<file path="config.mk">
export PLATFORM = sky130hd
export DESIGN_NAME = rr_mux_sched4_flat
export DESIGN_NICKNAME = d
export VERILOG_FILES = /design/src/rtl/rr_mux_sched4_if.sv /design/src/rtl/rr_mux_sched4.sv /design/src/flat_wrapper.sv
export SDC_FILE = /design/constraint.sdc
export NUM_CORES = 1
export LEC_CHECK = 0
export CAP_MARGIN = 20
export CORE_ASPECT_RATIO = 0.7
export CORE_MARGIN = 5
export CORE_UTILIZATION = 43
export CTS_CLUSTER_SIZE = 10
export DETAILED_ROUTE_END_ITERATION = 6
export DONT_BUFFER_PORTS = 1
export GPL_TIMING_DRIVEN = 1
export SETUP_SLACK_MARGIN = 0.3
export SKIP_LAST_GASP = 1
export SYNTH_ARGS = -nofsm -noshare
export SYNTH_HDL_FRONTEND = slang
export SYNTH_SLANG_ARGS = --single-unit
</file>
<file path="constraint.sdc">
create_clock -name clk -period 6.7 [get_ports clk]
set_input_delay 1.005 -clock clk [delete_from_list [all_inputs] [get_ports clk]]
set_output_delay 1.005 -clock clk [all_outputs]
set_load 0.01 [all_outputs]
</file>
<file path="src/rtl/rr_mux_sched4_if.sv">
// rr_mux_sched4_if: source/consumer bundle for the round-robin mux scheduler
interface rr_mux_sched4_if #(parameter int WIDTH = 32);
    logic [3:0]       req;
    logic [3:0]       lock;
    logic [WIDTH-1:0] d0, d1, d2, d3;
    logic [3:0]       gnt;
    logic [WIDTH-1:0] out_data;
    logic [1:0]       out_src;
    logic             out_valid;
    logic             out_ready;
    logic             locked;
    modport master (output req, lock, d0, d1, d2, d3, out_ready,
                    input gnt, out_data, out_src, out_valid, locked);
    modport slave  (input req, lock, d0, d1, d2, d3, out_ready,
                    output gnt, out_data, out_src, out_valid, locked);
endinterface

</file>
<file path="src/rtl/rr_mux_sched4.sv">
// rr_mux_sched4: round-robin 4:1 mux scheduler with locked bursts and a one-entry output register
module rr_mux_sched4 #(parameter int WIDTH = 32) (
    input logic clk,
    input logic rst_n,
    rr_mux_sched4_if.slave bus
);
    typedef enum logic {ARB, LOCKED} state_t;
    state_t state, state_nx;
    logic [1:0] ptr, ptr_nx, owner, owner_nx, win;
    logic cand, load;
    logic [WIDTH-1:0] sel;
    always_comb begin
        win = owner;
        cand = 1'b0;
        if (state == LOCKED) cand = bus.req[owner];
        else
            // descending scan so the nearest requester after ptr is assigned last
            for (int k = 4; k >= 1; k--)
                if (bus.req[ptr + 2'(k)]) begin
                    win = ptr + 2'(k);
                    cand = 1'b1;
                end
    end
    assign load = rst_n & cand & (!bus.out_valid | bus.out_ready);
    assign sel = win == 2'd0 ? bus.d0 : win == 2'd1 ? bus.d1 : win == 2'd2 ? bus.d2 : bus.d3;
    assign bus.gnt = load ? 4'(1) << win : 4'b0;
    assign bus.locked = state == LOCKED;
    always_comb begin
        state_nx = state;
        owner_nx = owner;
        ptr_nx = load ? win : ptr;
        if (state == ARB) begin
            if (load && bus.lock[win]) begin
                state_nx = LOCKED;
                owner_nx = win;
            end
        end else if (!bus.req[owner]) begin
            state_nx = ARB;
            ptr_nx = owner;
        end else if (load && !bus.lock[owner]) state_nx = ARB;
    end
    always_ff @(posedge clk or negedge rst_n)
        if (!rst_n) begin
            state <= ARB;
            ptr <= 2'd3;
            owner <= 2'd0;
            bus.out_valid <= 1'b0;
            bus.out_data <= '0;
            bus.out_src <= 2'd0;
        end else begin
            state <= state_nx;
            ptr <= ptr_nx;
            owner <= owner_nx;
            bus.out_valid <= load | (bus.out_valid & !bus.out_ready);
            if (load) begin
                bus.out_data <= sel;
                bus.out_src <= win;
            end
        end
endmodule

</file>
<file path="src/flat_wrapper.sv">
// flat-port wrapper written by rule: the top's interface ports become plain ports
module rr_mux_sched4_flat 
#(parameter int WIDTH = 32)
  (clk, rst_n, bus_req, bus_lock, bus_d0, bus_d1, bus_d2, bus_d3, bus_out_ready, bus_gnt, bus_out_data, bus_out_src, bus_out_valid, bus_locked);
  rr_mux_sched4_if #(.WIDTH(WIDTH)) bus_i ();
  input logic clk;
  input logic rst_n;
  input wire logic [$bits(bus_i.req)-1:0] bus_req;
  input wire logic [$bits(bus_i.lock)-1:0] bus_lock;
  input wire logic [$bits(bus_i.d0)-1:0] bus_d0;
  input wire logic [$bits(bus_i.d1)-1:0] bus_d1;
  input wire logic [$bits(bus_i.d2)-1:0] bus_d2;
  input wire logic [$bits(bus_i.d3)-1:0] bus_d3;
  input wire logic [$bits(bus_i.out_ready)-1:0] bus_out_ready;
  output wire logic [$bits(bus_i.gnt)-1:0] bus_gnt;
  output wire logic [$bits(bus_i.out_data)-1:0] bus_out_data;
  output wire logic [$bits(bus_i.out_src)-1:0] bus_out_src;
  output wire logic [$bits(bus_i.out_valid)-1:0] bus_out_valid;
  output wire logic [$bits(bus_i.locked)-1:0] bus_locked;
  assign bus_i.req = bus_req;
  assign bus_i.lock = bus_lock;
  assign bus_i.d0 = bus_d0;
  assign bus_i.d1 = bus_d1;
  assign bus_i.d2 = bus_d2;
  assign bus_i.d3 = bus_d3;
  assign bus_i.out_ready = bus_out_ready;
  assign bus_gnt = bus_i.gnt;
  assign bus_out_data = bus_i.out_data;
  assign bus_out_src = bus_i.out_src;
  assign bus_out_valid = bus_i.out_valid;
  assign bus_locked = bus_i.locked;
  rr_mux_sched4 #(.WIDTH(WIDTH)) u_core (.clk(clk), .rst_n(rst_n), .bus(bus_i));
endmodule
</file>
==> impl_results.md, run 1 <==
- Total Power: 0.001611 W
- Vias: 1898
- Family with the most delay on the worst path: simple AND/OR/NAND/NOR gates
- Synth Area in Adders: 0%
- Period utilization: 58.01%
- DR WL/cell: 26.09 um
- Least-Margin Pin Slew: 0.9534 ns
- Antenna violation net count after detailed routing: 0
- Crit-path cells: or3b_1, o221a_2, nand2_2, nand3_4, nand2b_1, nor3_1
- Primary FF master, synth: dfrtp_1
- Yosys reg bits: 40
- FF+latch area: 1003 um^2
- Setup_tns: 0 ns
- Most frequent cells in the layout: dfrtp_1 (38), mux4_2 (28), mux2_4 (27)
- Final Hold Fails: 0
- Seq/Total Area, Yosys: 33.94%
- Area occupied by multi-input gates: 1812 um^2
- Cell Area, Placed: 2963 um^2
- P&R area growth vs syn: 3.978%
- DP HPWL: 5.896 mm
- Chip height: 79.38 um
- Worst skew pair latency: 0.29 ns
- Synth unique cells: 44
- Cell Rows: 25
- Reg2reg start: u_core.ptr[1]
- CP max stage delay: 0.51 ns
- Cts bufs inserted: 5
- Number of DRC violations after detailed-routing iteration 0: 140
- Core ar.: 6725 um^2
- Status: finished, final reports clean
- Worst relative slew slack: 36.29%
- Vias per cell: 6.369
- Syn Area/Cell: 13.95 um^2
- Clock tree buffer depth: 2
- Leak: 1.230 nW
- Reg clk slew, reported paths: 0.08 ns
- Buf/Inv on CP: 0
- # IOs: 179
- Clock Root Buffer: clkbuf_8
- Synth top area share: 32.16%
- Gate Count Post-Synth: 212
- Die footprint: 8661 um^2
- WP data required: 5.69 ns
- Reg-to-reg endpoint: u_core.bus.out_data[8]
- Fin worst setup slack: 2.813 ns
- Crit start category: input port
- GRT Residual Overflow: 0
- Post-Syn Area: 2957 um^2
- Power Density: 523.9 nW/um^2
- Worst vdd ir: 322.4 uV
- Die width: 109.1 um
- GRT Util Overall: 16.67%
- Post-synthesis mux area share: 43.93%
- Asr flop ratio synth: 100.0%
- Fill cells: 605
- Combinational family with the most area after synthesis: multiplexers
- Final setup skew: 0.003506 ns
- Vias in the first global route: 1934
- CTS hold repair buffers: 0
- Post-CTS Setup Inserts: 0
- Crit. End Element: output pin
- Place WS: 2.760 ns
- Diode count: 0
- Cell taking the most area after synthesis: dfrtp_1
- Initial antenna violation count: 2
- Layout cell share with drive strength beyond 1: 42.65%
- CTS tree: built
- Slowest stage cell, crit path: nand3_4
- H-tree depth: 2
- Drt first pass iters: 4
- CTS-repair resized insts: 0
- Synth Area in Compound Gates: 8.125%
- YS warnings: 0
- CP arrival: 2.88 ns
- Final core occ: 45.71%
- IO Port Bufs: 0
- Post-Route WL: 7.775 mm
- Finish-stage setup viols: 0
- CTS sink count: 40
- Starting density of the core: 43.96%
- Layout Nets: 342
- EDFF count, synth: 0
- Max-slew violations: 0
- Commonest non-fill, non-tap cell in the layout: dfrtp_1
- Max Cap Viol: 0
- Worst Setup Path Type: input port to output pin
- Final instance area: 3074 um^2
- HP Class: input port to async pin
- Fin crit period: 3.887 ns
- Largest net degree at the start of global routing: 43
- R2R depth: 6
- Crit Path Max Fanout: 35
- DRC viols: 0
- Gp weighted congestion: 0.8705
- Xor and xnor area share after synthesis: 0.2962%
- Max Clk Rate: 0.2573 GHz
- Global-route wire length before repair: 10.97 mm
- Flop2flop setup slack: 3.70 ns
- RSZ-0062 raised after global routing: false
- Post-synthesis simple-gate area fraction: 8.506%
- Area contributors post-synth: dfrtp_1 (32%), mux4_2 (21%), mux2_4 (14%)
- Syn nets: 351
==> registers in the layout, indices dropped and copies added (netlist names) <==
register,count
u_core.bus.out_data,32
u_core.owner,2
u_core.bus.out_src,2
u_core.bus.out_valid,1
u_core.ptr,2
u_core.bus.locked,1
==> layout make-up <==
| class | instances | area share, % |
|---|---|---|
| clock buffer | 5 | 2.239 |
| timing repair buffer | 1 | 0.2442 |
| sequential | 40 | 32.64 |
| multi-input combinational | 149 | 58.93 |
| clock inverter | 3 | 1.384 |
| inverter | 6 | 0.7326 |
| tap | 94 | 3.826 |
==> metal layers <==
layer,wire length [um],GRT usage (%)
met1,3109,21.83
met2,3745,26.84
met3,828,6.225
met4,71,2.774
met5,21,0
==> metrics by stage <==
step                instances  hold slack, ns
CTS                       298          0.3872
finish                    298          0.4035
global placement          290          0.5731
floorplan                 212          0.5351
global route              298          0.3784
detailed placement        290          0.5778
==> cells by family (layout without fill, tap and decap cells) <==
group	count (synthesis)	in the layout
multiplexers	72	72
AND/OR/NAND/NOR	44	44
flip-flops	40	40
AO/OA/AOI/OAI	32	32
buffers and inverters	23	15
XOR/XNOR	1	1
==> Yosys cell counts (all sizes together) (2+ instances only) <==
master / n
a21oi: 4
and3b: 3
nor3: 7
inv: 6
a221oi: 2
a31oi: 3
mux2i: 3
dfstp: 2
o41ai: 2
nand2: 6
nor2: 13
nand2b: 5
o22ai: 2
and2: 2
clkbuf: 3
o211ai: 3
a211o: 2
dfrtp: 38
buf: 14
mux4: 33
o21ai: 7
mux2: 36
==> power breakdown <==
part           internal (W)  switching [W]
sequential         0.000371       0.000186
clock              0.000110      0.0000879
combinational      0.000512       0.000343
total              0.000994       0.000617
==> how the worst max path moves through the flow <==
stage               slack, ns    endpoint        from  cells past startpoint
floorplan                3.15  bus_gnt[3]  bus_req[0]                      8
global route             2.63  bus_gnt[3]  bus_req[2]                      6
finish                   2.81  bus_gnt[3]  bus_req[2]                      6
detailed placement       2.76  bus_gnt[3]  bus_req[2]                      6
CTS                      2.79  bus_gnt[3]  bus_req[2]                      6
global placement         2.80  bus_gnt[3]  bus_req[2]                      6
Power figures use the tool's default switching activity.
==> run 2: changes to the inputs <==
clock period = 3.2 ns   (was 6.7 ns; I/O delays follow)
==> impl_results.md, run 2 (same netlist as run 1, synthesis figures left out) <==
- Power Density: 1108 nW/um^2 (+110%)
- Crit Path Max Fanout: 17 (-51%)
- Max Clk Rate: 0.3611 GHz
- CTS tree: built
- GRT Util Overall: 16.43% (-0.24 points)
- Cell Area, Placed: 3013 um^2 (+1.7%)
- Final Hold Fails: 0 (unchanged)
- Finish-stage setup viols: 0 (unchanged)
- Int Power: 0.002224 W (+120%)
- Cts bufs inserted: 5 (unchanged)
- Crit-path most repeated cell: nor2_1
- Sequential fraction of design power: 32.8% (-1.8 points)
- Layout Cells excl Fill: 311 (+4.4%)
- WP data required: 2.72 ns (-2.97 ns)
- IO Port Bufs: 0 (unchanged)
- P&R area growth vs syn: 8.929%
- CTS sink count: 40 (unchanged)
- Max FFs per register: 32 (unchanged)
- Post-Route WL: 7.843 mm (+0.87%)
- Final core occ: 47.89% (+2.2 points)
- H-tree depth: 2 (unchanged)
- Period utilization: 86.53%
- Least-Margin Pin Slew: 0.4553 ns (-0.4980 ns)
- Crit-path cells: nor2_1, a221oi_2, o2111a_2, nor2_4, buf_4, nor2_1
- Reg clk slew, reported paths: 0.08 ns (about the same)
- Starting density of the core: 43.96% (unchanged)
- Die width: 109.1 um (unchanged)
- Worst vdd ir: 425.3 uV (+32%)
- Core ar.: 6725 um^2 (unchanged)
- Crit. End Element: output pin
- Most frequent cells in the layout: dfrtp_1 (38), mux4_2 (28), mux2_4 (27)
- Layout cell share with drive strength beyond 1: 46.05% (+3.4 points)
- Max Cap Viol: 0 (unchanged)
- Largest net degree at the start of global routing: 39 (-9.3%)
- Final instance area: 3221 um^2 (+4.8%)
- Number of DRC violations after detailed-routing iteration 0: 94 (-33%)
- Chip height: 79.38 um (unchanged)
- Die footprint: 8661 um^2 (unchanged)
- Antenna violation net count after detailed routing: 0 (unchanged)
- Placed Instances: 295 (+1.7%)
- DP HPWL: 6.124 mm (+3.9%)
- NetSw: 0.001345 W (+120%)
- CP arrival: 2.29 ns (-0.59 ns)
- Fill cells: 594 (-1.8%)
- Most flop-heavy register: u_core.bus.out_data
- Status: finished, final reports clean
- Drt first pass iters: 4 (unchanged)
- Worst relative slew slack: 69.25% (+33 points)
- Layout Nets: 353 (+3.2%)
- Vias per cell: 6.164 (-3.2%)
- GRT Residual Overflow: 0 (unchanged)
- Fin crit period: 2.769 ns
- Crit start category: flip-flop
- Comb pwr share: 55.6% (+2.5 points)
- Cell Rows: 25 (unchanged)
- Vias: 1917 (+1.0%)
- Slowest stage cell, crit path: dfstp_4
- DRC viols: 0 (unchanged)
- HP Class: input port to async pin
- Vias in the first global route: 2019 (+4.4%)
- Gp weighted congestion: 0.8476 (-2.6%)
- Final setup skew: 0.005938 ns (+0.002432 ns)
- Worst Setup Path Type: flip-flop to output pin
- CP max stage delay: 0.73 ns (+0.22 ns)
- Initial antenna violation count: 2 (unchanged)
- Clock tree buffer depth: 2 (unchanged)
- Commonest non-fill, non-tap cell in the layout: dfrtp_1
- Setup_tns: 0 ns (unchanged)
- Max-slew violations: 0 (unchanged)
- RSZ-0062 raised after global routing: false
- Sw Ratio: 37.68% (-0.63 points)
- Clk pwr share: 11.6% (-0.7 points)
- Global-route wire length before repair: 10.83 mm (-1.3%)
- Worst skew pair latency: 0.29 ns (about the same)
- Leak: 1.304 nW (+6.0%)
- DR WL/cell: 25.22 um (-3.3%)
- Clock Root Buffer: clkbuf_8
- # IOs: 179 (unchanged)
## run 2: power groups by stage
stage,clock network (W),registers [W],logic (W)
global placement,0,0.00118,0.00183
detailed placement,0,0.00118,0.00189
finish,0.000414,0.00117,0.00198
global route,0.000447,0.00121,0.00214
CTS,0.000430,0.00117,0.00191
floorplan,0,0.00103,0.00176
## run 2: cell type report
type / instances / area, um^2 / area share, %
tap: 94 / 117.6 / 3.652
antenna: 2 / 5.005 / 0.1554
clock buffer: 5 / 68.82 / 2.137
clock inverter: 3 / 42.54 / 1.321
timing repair buffer: 12 / 140.1 / 4.351
sequential: 40 / 1007 / 31.27
inverter: 6 / 22.52 / 0.6993
multi-input combinational: 149 / 1817 / 56.41
## run 2: worst max-delay path, delay by kind of cell, from the launching register on
kind / cells / cell delay, ns
AOI/OAI and AO/OA: 2 / 0.72
buffers and inverters: 1 / 0.21
DFF: 1 / 0.73
and+or+nand+nor: 3 / 0.35
## run 2: final timing paths
check / from / endpoint / slack (ns) / depth (start not counted)
max: u_core.ptr[1] / bus_gnt[1] / 0.43 / 6
min: rst_n / u_core.bus.out_data[27] / 0.02 / 1
max reg2reg: u_core.ptr[1] / u_core.bus.out_data[0] / 0.56 / 8
min reg2reg: u_core.bus.out_data[5] / u_core.bus.out_data[5] / 0.59 / 1
max in group asynchronous: rst_n / u_core.bus.out_src[1] / 2.97 / 1
min in group clk: rst_n / u_core.bus.out_valid / 0.37 / 2
## run 2: repair_timing
item	in CTS	in global routing
pin swaps	0	1
hold endpoints to repair	38	0
setup endpoints to repair	1	13
gates resized for setup	1	1
hold buffers	1	0
buffers inserted	0	5
## run 2: per-stage QoR
stage          hold WS, ns  worst slack, ns  total power [W]
6_report           0.02497           0.4310         0.003568
3_3_place_gp        0.1855           0.5198         0.003014
3_5_place_dp        0.1852           0.4508         0.003068
5_1_grt            0.01448           0.3138         0.003791
2_1_floorplan       0.1844           0.7003         0.002784
4_1_cts            0.01889           0.3084         0.003516
## run 2: metal layers
metal,GRT usage (%),share of wire (%),wire [um],up-vias
met5,0,0,0,-
met4,3.405,1.1,84,0
met1,20.07,38,3006,938
met3,6.629,12,904,6
li1,-,-,-,856
met2,27.45,49,3848,117
==> run 3: changes to the inputs <==
HOLD_SLACK_MARGIN = 0.08   (was default)
==> impl_results.md, run 3 (same netlist as run 1, synthesis figures left out) <==
- Worst Setup Path Type: flip-flop to output pin
- Flop2flop setup slack: 0.56 ns (about the same)
- CP arrival: 2.29 ns (about the same)
- Power Density: 1106 nW/um^2 (-0.19%)
- Finish-stage setup viols: 0 (unchanged)
- DRC viols: 0 (unchanged)
- Post-Route WL: 7.867 mm (+0.31%)
- GRT Residual Overflow: 0 (unchanged)
- Core ar.: 6725 um^2 (unchanged)
- Initial antenna violation count: 2 (unchanged)
- Worst skew pair latency: 0.29 ns (about the same)
- Vias: 1937 (+1.0%)
- Final core occ: 48.04% (+0.15 points)
- Gp weighted congestion: 0.8476 (unchanged)
- Min-Delay Endpoint: u_core.bus.out_valid
- Cell Rows: 25 (unchanged)
- Vias in the first global route: 2022 (+0.15%)
- Drt first pass iters: 4 (unchanged)
- Max Clk Rate: 0.3610 GHz (about the same)
- Reg2reg start: u_core.ptr[1]
- DP HPWL: 6.124 mm (unchanged)
- # IOs: 179 (unchanged)
- R2R depth: 8 (unchanged)
- GRT Util Overall: 16.52% (+0.087 points)
- Final setup skew: 0.006965 ns (+0.001026 ns)
- Fin crit period: 2.770 ns (+0.001388 ns)
- Die footprint: 8661 um^2 (unchanged)
- H-tree depth: 2 (unchanged)
- Global-route wire length before repair: 10.87 mm (+0.38%)
- Worst Hold Slack: 0.3681 ns (+0.3431 ns)
- Reg-to-reg endpoint: u_core.bus.out_data[0]
- Crit start category: flip-flop
- Max Cap Viol: 0 (unchanged)
- Least-Margin Pin Slew: 0.4491 ns (-0.006217 ns)
- Antenna violation net count after detailed routing: 0 (unchanged)
- Most frequent cells in the layout: dfrtp_1 (38), mux4_2 (28), mux2_4 (27)
- Final Hold Fails: 0 (unchanged)
- Max-slew violations: 0 (unchanged)
- Period utilization: 86.58% (about the same)
- RSZ-0062 raised after global routing: false
- DR WL/cell: 25.21 um (about the same)
- Chip height: 79.38 um (unchanged)
- P&R area growth vs syn: 9.268%
- Crit. End Element: output pin
- Status: finished, final reports clean
- Clock Root Buffer: clkbuf_8
- WP data required: 2.72 ns (about the same)
- Layout cell share with drive strength beyond 1: 45.83% (-0.21 points)
- IO Port Bufs: 0 (unchanged)
- Reg clk slew, reported paths: 0.09 ns (about the same)
- Layout Nets: 354 (+0.28%)
- Worst hold stages: 2
- Die width: 109.1 um (unchanged)
- Number of DRC violations after detailed-routing iteration 0: 96 (+2.1%)
- Most flop-heavy register: u_core.bus.out_data
- Commonest non-fill, non-tap cell in the layout: dfrtp_1
- Fin worst setup slack: 0.4296 ns (-0.001388 ns)
- Starting density of the core: 43.96% (unchanged)
- Hold path start: rst_n
- CTS tree: built
- Leak: 1.308 nW (+0.32%)
- Max FFs per register: 32 (unchanged)
- Worst vdd ir: 426.0 uV (+0.16%)
- Clock tree buffer depth: 2 (unchanged)
- Vias per cell: 6.208 (+0.72%)
- CTS sink count: 40 (unchanged)
- Crit Path Max Fanout: 17 (unchanged)
- HP Class: input port to flip-flop
- Final instance area: 3231 um^2 (+0.31%)
- Setup_tns: 0 ns (unchanged)
- Cell Area, Placed: 3013 um^2 (unchanged)
- Worst relative slew slack: 69.67% (+0.42 points)
- Cts bufs inserted: 5 (unchanged)
- Place WS: 0.4508 ns (unchanged)
- Largest net degree at the start of global routing: 41 (+5.1%)
run 3: power by group:
part | switching, W | leakage (nW) | internal [W]
clock | 0.000184 | 0.0542 | 0.000231
combinational | 0.000775 | 0.785 | 0.00121
sequential | 0.000389 | 0.469 | 0.000782
run 3: worst max-delay path, cell delays in order, from the launching register on:
cell      delay [ns]
dfstp_4         0.73
nor2_1          0.09
a221oi_2        0.37
o2111a_2        0.35
nor2_4          0.04
buf_4           0.21
nor2_1          0.22
run 3: metrics by stage:
stage	power [W]	cells
2_1_floorplan	0.002784	212
3_3_place_gp	0.003014	295
3_5_place_dp	0.003068	295
4_1_cts	0.003518	305
5_1_grt	0.003793	312
6_report	0.003573	312
run 3: worst max-delay path by stage:
stage / from / to / slack (ns)
after floorplan: bus_req[0] / bus_gnt[3] / 0.70
after global placement: u_core.ptr[1] / u_core.bus.out_data[7] / 0.52
after detailed placement: u_core.ptr[1] / u_core.bus.out_data[0] / 0.45
after CTS: u_core.ptr[1] / bus_gnt[3] / 0.31
after global routing: u_core.ptr[1] / bus_gnt[0] / 0.31
final: u_core.ptr[1] / bus_gnt[1] / 0.43
run 3: area by class of cell:
type                    count  area (um^2)
diodes                      2        5.005
clock buffers               5        68.82
clock inverters             3        42.54
fillers                   593         3495
inverters                   6        22.52
multi-input cells         149         1817
flip-flops and latches     40         1007
well taps                  94        117.6
repair buffers             13        150.1
run 3: routing by layer:
metal / wire length, um / global-route usage [%] / part of all wire, % / vias up
met5: 0 / 0 / 0 / -
met4: 93 / 3.405 / 1.2 / 0
met3: 901 / 6.629 / 11 / 6
met2: 3843 / 27.39 / 49 / 118
met1: 3028 / 20.38 / 38 / 952
li1: - / - / - / 861
run 3: what timing repair did:
action / 4_1_cts / 5_1_grt
pin swaps: 0 / 1
hold buffers: 2 / 0
resized for setup: 1 / 1
endpoints found under the hold margin: 40 / 0
endpoints found under the setup margin: 1 / 13
buffers inserted: 0 / 5
